## src/rtl/uart_pkg.sv

```systemverilog
// Shared UART constants and types: FSM state encoding, parity modes,
// default oversampling ratio and a 2-of-3 majority helper.
package uart_pkg;

  typedef enum logic [2:0] {
    IDLE   = 3'd0,
    START  = 3'd1,
    DATA   = 3'd2,
    PARITY = 3'd3,
    STOP   = 3'd4
  } uart_state_e;

  localparam logic [1:0] PAR_NONE = 2'b00;
  localparam logic [1:0] PAR_ODD  = 2'b01;
  localparam logic [1:0] PAR_EVEN = 2'b10;

  localparam int OVERSAMPLE_DEF = 16;

  function automatic logic maj3(input logic [2:0] h);
    return (h[0] & h[1]) | (h[1] & h[2]) | (h[0] & h[2]);
  endfunction

endpackage

```

## src/rtl/uart_sync.sv

```systemverilog
// Multi-flop synchronizer for asynchronous pins; resets to the line-idle level 1.
module uart_sync #(
  parameter int STAGES = 2
) (
  input  logic clk,
  input  logic reset,
  input  logic d,
  output logic q
);

  logic [STAGES-1:0] chain;

  // NOTE: synchronizer flops reset to 1 (idle line) so leaving reset never
  // presents a false falling edge to the receiver.
  always_ff @(posedge clk) begin
    if (reset) begin
      chain <= '1;
    end else begin
      chain[0] <= d;
      for (int i = 1; i < STAGES; i++) begin
        chain[i] <= chain[i-1];
      end
    end
  end

  assign q = chain[STAGES-1];

endmodule

```

## src/rtl/uart_rx.sv

```systemverilog
// UART receiver: 16x-oversampled 8N1 / 8-bit+parity frame recovery.
// Optional macro UART_RX_MAJORITY_VOTE_EN: sample points use a 2-of-3 vote.
module uart_rx
  import uart_pkg::*;
#(
  parameter int DATA_BITS   = 8,
  parameter int OVERSAMPLE  = OVERSAMPLE_DEF,
  parameter int SYNC_STAGES = 2
) (
  input  logic                 clk,
  input  logic                 reset,
  input  logic                 b_tick,
  input  logic                 rx,
  input  logic [1:0]           parity,
  output logic [DATA_BITS-1:0] rx_data,
  output logic                 rx_done,
  output logic                 parity_err,
  output logic                 frame_err,
  output logic                 rx_busy
);

  localparam int TW = $clog2(OVERSAMPLE);
  localparam int BW = $clog2(DATA_BITS);

  localparam logic [TW-1:0] HALF_CNT = TW'(OVERSAMPLE / 2 - 1);
  localparam logic [TW-1:0] FULL_CNT = TW'(OVERSAMPLE - 1);
  localparam logic [BW-1:0] LAST_BIT = BW'(DATA_BITS - 1);

  localparam logic [2:0] S_IDLE   = IDLE;
  localparam logic [2:0] S_START  = START;
  localparam logic [2:0] S_DATA   = DATA;
  localparam logic [2:0] S_PARITY = PARITY;
  localparam logic [2:0] S_STOP   = STOP;

  logic                 rx_s;
  logic                 samp;
  logic [2:0]           state;
  logic [TW-1:0]        tick_cnt;
  logic [BW-1:0]        bit_idx;
  logic [DATA_BITS-1:0] shift_reg;
  logic [1:0]           par_cfg;
  logic                 par_err_r;
  logic                 wait_high;
  logic                 par_on;

  uart_sync #(.STAGES(SYNC_STAGES)) u_sync (
    .clk   (clk),
    .reset (reset),
    .d     (rx),
    .q     (rx_s)
  );

`ifdef UART_RX_MAJORITY_VOTE_EN
  // Vote over the three preceding ticks so a one-tick glitch exactly at the
  // sample point cannot flip the recovered bit.
  logic [2:0] hist;

  always_ff @(posedge clk) begin
    if (reset) begin
      hist <= '1;
    end else if (b_tick) begin
      hist <= {hist[1:0], rx_s};
    end
  end

  assign samp = maj3(hist);
`else
  assign samp = rx_s;
`endif

  assign par_on  = (par_cfg == PAR_ODD) || (par_cfg == PAR_EVEN);
  assign rx_busy = (state != S_IDLE);

  // NOTE: all state here is sequential, so every assignment below is
  // non-blocking; rx_done defaults low each cycle to make it a one-cycle strobe.
  always_ff @(posedge clk) begin
    if (reset) begin
      state      <= S_IDLE;
      tick_cnt   <= '0;
      bit_idx    <= '0;
      shift_reg  <= '0;
      par_cfg    <= PAR_NONE;
      par_err_r  <= 1'b0;
      wait_high  <= 1'b0;
      rx_data    <= '0;
      rx_done    <= 1'b0;
      parity_err <= 1'b0;
      frame_err  <= 1'b0;
    end else begin
      rx_done <= 1'b0;
      if (b_tick) begin
        case (state)
          S_IDLE: begin
            // After a low stop bit the line must return high before re-arming.
            if (wait_high) begin
              if (rx_s) wait_high <= 1'b0;
            end else if (!rx_s) begin
              state     <= S_START;
              tick_cnt  <= '0;
              par_cfg   <= parity;
              par_err_r <= 1'b0;
            end
          end
          S_START: begin
            if (tick_cnt == HALF_CNT) begin
              if (!samp) begin
                state    <= S_DATA;
                tick_cnt <= '0;
                bit_idx  <= '0;
              end else begin
                state <= S_IDLE;
              end
            end else begin
              tick_cnt <= tick_cnt + 1'b1;
            end
          end
          S_DATA: begin
            if (tick_cnt == FULL_CNT) begin
              tick_cnt  <= '0;
              shift_reg <= {samp, shift_reg[DATA_BITS-1:1]};
              bit_idx   <= bit_idx + 1'b1;
              if (bit_idx == LAST_BIT) state <= par_on ? S_PARITY : S_STOP;
            end else begin
              tick_cnt <= tick_cnt + 1'b1;
            end
          end
          S_PARITY: begin
            if (tick_cnt == FULL_CNT) begin
              tick_cnt  <= '0;
              par_err_r <= (par_cfg == PAR_ODD) ? ~(^shift_reg ^ samp)
                                                :  (^shift_reg ^ samp);
              state     <= S_STOP;
            end else begin
              tick_cnt <= tick_cnt + 1'b1;
            end
          end
          S_STOP: begin
            if (tick_cnt == FULL_CNT) begin
              // Leave at mid stop bit so a back-to-back start edge is caught.
              tick_cnt   <= '0;
              state      <= S_IDLE;
              rx_data    <= shift_reg;
              frame_err  <= ~samp;
              parity_err <= par_err_r;
              rx_done    <= 1'b1;
              wait_high  <= ~samp;
            end else begin
              tick_cnt <= tick_cnt + 1'b1;
            end
          end
          default: state <= S_IDLE;
        endcase
      end
    end
  end

endmodule

```

## config.mk

```make
export PLATFORM = sky130hd
export DESIGN_NAME = uart_rx
export DESIGN_NICKNAME = d
export VERILOG_FILES = /design/src/rtl/uart_pkg.sv /design/src/rtl/uart_sync.sv /design/src/rtl/uart_rx.sv
export SDC_FILE = /design/constraint.sdc
export NUM_CORES = 1
export LEC_CHECK = 0
export ABC_AREA = 0
export BUFFER_PORTS_ARGS = -buffer_cell sky130_fd_sc_hd__buf_2
export CORE_MARGIN = 2
export CORE_UTILIZATION = 45
export DETAILED_ROUTE_END_ITERATION = 16
export GPL_ROUTABILITY_DRIVEN = 0
export SLEW_MARGIN = 15
export SYNTH_ARGS = -nofsm -noshare
export SYNTH_HDL_FRONTEND = slang
export SYNTH_SLANG_ARGS = --single-unit
```

## constraint.sdc

```tcl
create_clock -name clk -period 3.75 [get_ports clk]
set_input_delay 0.5625 -clock clk [delete_from_list [all_inputs] [get_ports clk]]
set_output_delay 0.5625 -clock clk [all_outputs]
set_load 0.05 [all_outputs]
```

==> results.md, run 1 <==
- Status: finished clean
- Critical R2R Capture: bit_idx[0]
- Crit path cell chain: or3_4 -> buf_2
- Die W: ~66 um
- Fin nets: 214
- CTS tree: built
- Post-Route Skew: 0.005122 ns
- Final Max Tran Viols: 0
- Maximum vdd ir drop: 273.1 uV
- Detailed-route via count: approximately 1400
- Grt total ovfl: 0
- Initial antenna violation count: 0
- Post-Syn Area: between 1500 and 2000 um2
- Hold_sp: u_sync.chain[0]
- HP Class: flop to flop
- Reg2reg path depth: 5
- Max cap viols: 0
- Worst Tran Pin Value: around 0.66 ns
- Worst-path fanout max: 19
- Place WS: 1.684 ns
- I/O pins: 18
- Clk root buf: clkbuf_8
- Antenna Violating Nets Remaining: 0
- PwrDens: 363.4 nW/um2
- Top_reg_cell synth: dfxtp_1
- Core Region: 3716 um2
- RSZ-0062 raised after global routing: false
- Cts hold-fix bufs: 0
- Max stage delay on crit path: 0.71 ns
- Fin. Hold Viols: 0
- Cells after synthesis: between 150 and 200
- Total Wirelength: 3.278 mm
- Critical Path RT: approximately 3.2 ns
- Worst Hold End: u_sync.chain[1]
- Num Clock Sinks: 35
- Area growth, synth to finish: 8.274%
- Most common cell after layout, fill and taps aside: dfxtp_1
- Gr usage total: between 10% and 20%
- Avg Cell Area, Syn: between 9 and 10 um2
- Setup WS post-layout: 1.598 ns
- Critical path launch point type: flop
- Final Critical Period: between 2 and 2.5 ns
- Detail Placement HPWL: 2.276 mm
- Sequential area share after synthesis: 39.94%
- Pre-antenna DRT Iters: 4
- Reg area: 700.7 um2
- Hold depth: 1
- Share of cells above drive strength 1: between 10% and 20%
- Commonest non-fill, non-tap cells in the layout: dfxtp_1, nand2_1, nor2_1
- DRC: 0
- Post-CTS sizing: 0
- Vertical die dimension: 66.44 um
- Routed WL per cell: 12.96 um
- Final Cycle Share: 57.38%
- Clock slew at reported path FFs: about 0.070 ns
- Iter 0 DRT Violations: 82
- Max Fclk: around 460 MHz
- # fillers: 365
- DIE AREA: approximately 4400 um2
- Critical Path AT: about 1.6 ns
- Post-synthesis register bit count: 35
- # diodes: 0
- Slew headroom: 56.32%
- Final Setup Violations: 0
- Row count: 22
- Setup CP Type: flop to primary output
- Crit path capture type: primary output
- Vias in the first global route: 1233
- Area of the multi-input gates: 949.7 um2
- # port buffers: 17
- Initial Util: a little under half
- Post-synth ARST share: 0%
- Syn nets: between 200 and 250
- Warnings, synthesis: 0
- Clock H-tree levels: 2
- Clk_lat worst skew: 0.29 ns
- Reg2reg start: tick_cnt[0]
- First-pass GRT wire length: 5.844 mm
- Setup TNS Final: 0 ns
- Largest net degree at the start of global routing: 40
- Routed vias/inst: 5.391
- Setup Buffers After CTS: 0
- Pleak: about 0.00076 uW
- Register-to-register setup slack: 1.68 ns
- CTS Buf Count: 5
- CTS Buffer Depth: 2
- Netlist cell types: 49
- Post-synth EDFFs: 0
- CP max-delay cell: dfxtp_1
[layout make-up]
class | instances | area share, %
Clock buffer | 6 | 3.821
Clock inverter | 2 | 0.6588
Inverter | 5 | 0.9881
Multi-Input combinational cell | 140 | 50.00
Sequential cell | 35 | 36.89
Tap cell | 48 | 3.162
Timing Repair Buffer | 17 | 4.480
[how the worst max path moves through the flow]
stage | start | to | cells after the start
2_1_floorplan | tick_cnt[0] | state[0] | 7
3_3_place_gp | tick_cnt[0] | bit_idx[0] | 5
3_5_place_dp | tick_cnt[0] | bit_idx[0] | 5
4_1_cts | state[1] | rx_busy | 2
5_1_grt | tick_cnt[1] | bit_idx[0] | 5
6_report | state[1] | rx_busy | 2
[Yosys cell counts (all sizes together) (3+ instances only)]
master / n / area share [%]
nand2: 26 / 5.6
dfxtp: 35 / 40
ha: 4 / 2.9
nand3: 5 / 2.1
nor3: 3 / 0.86
inv: 5 / 1.1
buf: 11 / 4.2
clkbuf: 3 / 0.64
nand2b: 5 / 1.8
nor2: 23 / 5.1
a21oi: 14 / 4.2
mux2: 4 / 3.0
mux2i: 10 / 5.7
o21ai: 5 / 1.9
nand4: 5 / 1.8
xnor2: 7 / 3.5
[per-layer routing]
layer	track usage (%)	up-vias	routed length, um
li1	-	687	-
met1	24.55	639	1672
met2	24.50	30	1389
met3	5.963	8	142
met4	8.163	0	74
met5	0	-	0
[cell families after synthesis]
kind of cell / Yosys count / share of synthesized area [%]
flip-flops: 35 / 39.94
buffers and inverters: 19 / 5.920
XOR/XNOR: 8 / 4.779
AND/OR/NAND/NOR: 80 / 22.90
adder cells (fa/ha/maj): 4 / 2.853
AO/OA/AOI/OAI: 34 / 14.91
multiplexers: 14 / 8.702
[per-stage QoR]
stage / cell area (um2) / hold slack (ns) / utilization, % / total power, uW / cells
5_1_grt: 1899 / 0.4400 / 51.11 / 723.4 / 253
2_1_floorplan: 1754 / 0.3895 / - / 428.8 / 194
3_5_place_dp: 1814 / 0.4005 / 48.82 / 434.5 / 245
4_1_cts: 1899 / 0.4259 / 51.11 / 700.5 / 253
6_report: 1899 / 0.4212 / 51.11 / 690.3 / 253
3_3_place_gp: 1814 / 0.4040 / 48.82 / 434.2 / 245
[power by group]
part	total (uW)	switching, uW	internal [uW]
sequential	380	5.10	374
combinational	46.9	28.4	18.5
clock	264	134	130
total	690	168	523
[worst max-delay path, delay by kind of cell (launching register included)]
| kind | cells | cell delay (ns) |
|---|---|---|
| buffers and inverters | 1 | 0.28 |
| AND/OR/NAND/NOR | 1 | 0.31 |
| flip-flops | 1 | 0.71 |
(Power assumes the default switching activity.)
==> run 2, diff against run 1 <==
Settings changed: ABC_AREA 0 to 1, PLACE_DENSITY set to 0.66.
Clock period 3.75 ns to 1.85 ns, I/O delays scaled along.
==> run 2 against run 1 <==
Effect of this change:
- count of clock-buffer cells in the layout did not move
- die area fell by 0.74%
- largest power group unchanged
- total power rose to 3.2 times the previous value
- sequential share of layout area fell by 1.6 points
- synthesized area fell by 0.78%
- non-clock buffer count rose by 1
- first-iteration DRC count rose by 11%
- critical endpoint is now shift_reg[1]
- utilization rose by 2.8 points
- clock power rose to 3.1 times the previous value
- routed wire length fell by 1.2%
- combinational power rose to 12 times the previous value
- critical path type is now flop to flop
==> results.md, run 2 <==
- Status: finished clean
- Post-synth EDFFs: 0
- Setup TNS Final: 0 ns
- Grt total ovfl: 0
- Hold slack: 0.1629 ns
- Clk root buf: clkbuf_8
- Routed vias/inst: just under 5
- Sequential area share after synthesis: 40.26%
- Register-to-register setup slack: approximately 0.27 ns
- Clk_lat worst skew: 0.29 ns
- Post-CTS sizing: 0
- Routed WL per cell: roughly 11 um
- HP Class: input pin to flop
- # port buffers: 17
- Reg2reg start: tick_cnt[0]
- Final Critical Period: 1.579 ns
- CP Launch Point: tick_cnt[0]
- Vias in the first global route: 1378
- First-pass GRT wire length: 5.802 mm
- Fin. Hold Viols: 0
- DRC: 0
- Total power: 2232 uW
- Final Cycle Share: a little under nine tenths
- Setup CP Type: flop to flop
- Most common cell after layout, fill and taps aside: nand2_1
- Critical path launch point type: flop
- Synth top cells by count: nand2_1, dfxtp_1, nor2_1
- CTS Buffer Depth: 2
- Worst Hold End: u_sync.chain[0]
- Reg2reg path depth: 8
- Crit path cell chain: ha_1 -> nand2_2 -> nor2_4 -> nand2_2 -> nor2_4 -> inv_1 -> nor2_1 -> nor2_1
- DIE AREA: 4381 um2
- Post-Route Skew: 0.005482 ns
- Num Clock Sinks: 35
- Dpl cell area: 1854 um2
- Warnings, synthesis: 0
- Final Setup Violations: 0
- Area growth, synth to finish: 14.16%
- # diodes: 0
- Pre-antenna DRT Iters: 5
- Clock H-tree levels: 2
- Core Region: 3689 um2
- I/O pins: 18
- Final Max Tran Viols: 0
- Cells after synthesis: 236
- Worst-path fanout max: 14
- Hold_sp: rx
- Cts hold-fix bufs: 0
- Clock slew at reported path FFs: 0.07 ns
- Critical Path RT: slightly above 2 ns
- Post-synth ARST share: 0%
- Commonest non-fill, non-tap cells in the layout: nand2_1, dfxtp_1, nor2_1
- CTS Buf Count: 5
- Initial antenna violation count: 0
- Setup Buffers After CTS: 0
- Max Fclk: roughly 630 MHz
- CP max-delay cell: dfxtp_1
- CTS tree: built
- Hold depth: 2
- Post-Syn Area: roughly 1700 um2
- RSZ-0062 raised after global routing: false
- Post-route cell area: 1987 um2
- Max cap viols: 0
- Crit path capture type: flop
- Worst Tran Pin Value: a little over 0.3 ns
- Top_reg_cell synth: dfxtp_1
- Detailed-route via count: 1497
- Post-synthesis register bit count: 35
- Netlist cell types: 31
- Vertical die dimension: 66.19 um
- Total Wirelength: 3.240 mm
- Share of cells above drive strength 1: 21.09%
- Row count: 22
- Largest net degree at the start of global routing: 26
- Critical R2R Capture: shift_reg[1]
- Gr usage total: 17.58%
- Die W: 66.19 um
- PwrDens: 1123 nW/um2
- Iter 0 DRT Violations: 91
- Most frequent cell after synthesis: nand2_1
- Post-synth top area share: between 40% and 50%
- Maximum vdd ir drop: 552.1 uV
- Avg Cell Area, Syn: 7.375 um2
- Syn nets: roughly 250
- Initial Util: 47.18%
- Fin nets: approximately 270
- Critical Path AT: 1.77 ns
- Slew headroom: 79.78%
- Antenna Violating Nets Remaining: 0
- Post-synthesis cell type with the largest combined area: dfxtp_1
- Detail Placement HPWL: 2.370 mm
- Pleak: 0.0008934 uW
- Largest cells by area after synthesis: dfxtp_1, o21ai_0, nand2_1, nor2_1, a21oi_1
- Max stage delay on crit path: 0.40 ns
==> run 2: cell count changes after synthesis, sizes merged, moves of 7 or more <==
cell | before | now
a21oi | 14 | 21
buf | 11 | 4
nand2 | 26 | 45
inv | 5 | 27
o21ai | 5 | 32
mux2i | 10 | 0
nor2 | 23 | 38
==> run 2: final cells by class <==
class,instances,area [um2]
Tap cell,48,60.06
Multi-Input combinational cell,167,894.6
Clock inverter,2,60.06
Sequential cell,35,700.7
Clock buffer,6,72.57
Inverter,28,106.4
Fill cell,366,1702
Timing Repair Buffer,18,92.59
==> run 2: where the power goes <==
part	internal, uW	total (uW)	switching [uW]	leakage, uW
Clock	539	820	282	0.0000654
Combinational	177	556	379	0.000545
Sequential	799	855	56.3	0.000283
Total	1510	2230	718	0.000893
==> run 2: metrics by stage <==
stage,instances,utilization [%],setup slack (ns)
2_1_floorplan,236,-,0.4376
3_3_place_gp,296,50.27,0.3229
3_5_place_dp,296,50.27,0.2687
4_1_cts,304,53.87,0.2671
5_1_grt,304,53.87,0.08971
6_report,304,53.87,0.2712
==> run 2: critical path, delay by kind of cell, from the launching register on <==
| kind | cells | cell delay, ns |
|---|---|---|
| DFF | 1 | 0.40 |
| and+or+nand+nor | 6 | 0.76 |
| buffers and inverters | 1 | 0.11 |
| adders and majority gates | 1 | 0.20 |
==> run 2: cell families after synthesis <==
logic type	after synthesis	share of synthesized area, %
adder cells (fa/ha/maj)	4	2.876
buffers and inverters	34	8.339
flip-flops	35	40.26
AND/OR/NAND/NOR	99	26.67
AO/OA/AOI/OAI	58	18.84
XOR/XNOR	6	3.020
==> run 2: per-layer routing <==
metal,track usage (%),share of wire [%],vias up
met1,21.01,48,666
met3,4.089,2.9,8
met4,11.73,2.8,0
met5,0,0,-
met2,27.88,46,18
li1,-,-,805
==> run 2: how the worst max path moves through the flow <==
stage          slack, ns            to  depth (start not counted)
3_5_place_dp        0.27     wait_high                          9
4_1_cts             0.27     wait_high                          9
3_3_place_gp        0.32     wait_high                          9
5_1_grt             0.09  shift_reg[2]                          8
2_1_floorplan       0.44      state[0]                          8
6_report            0.27  shift_reg[1]                          8
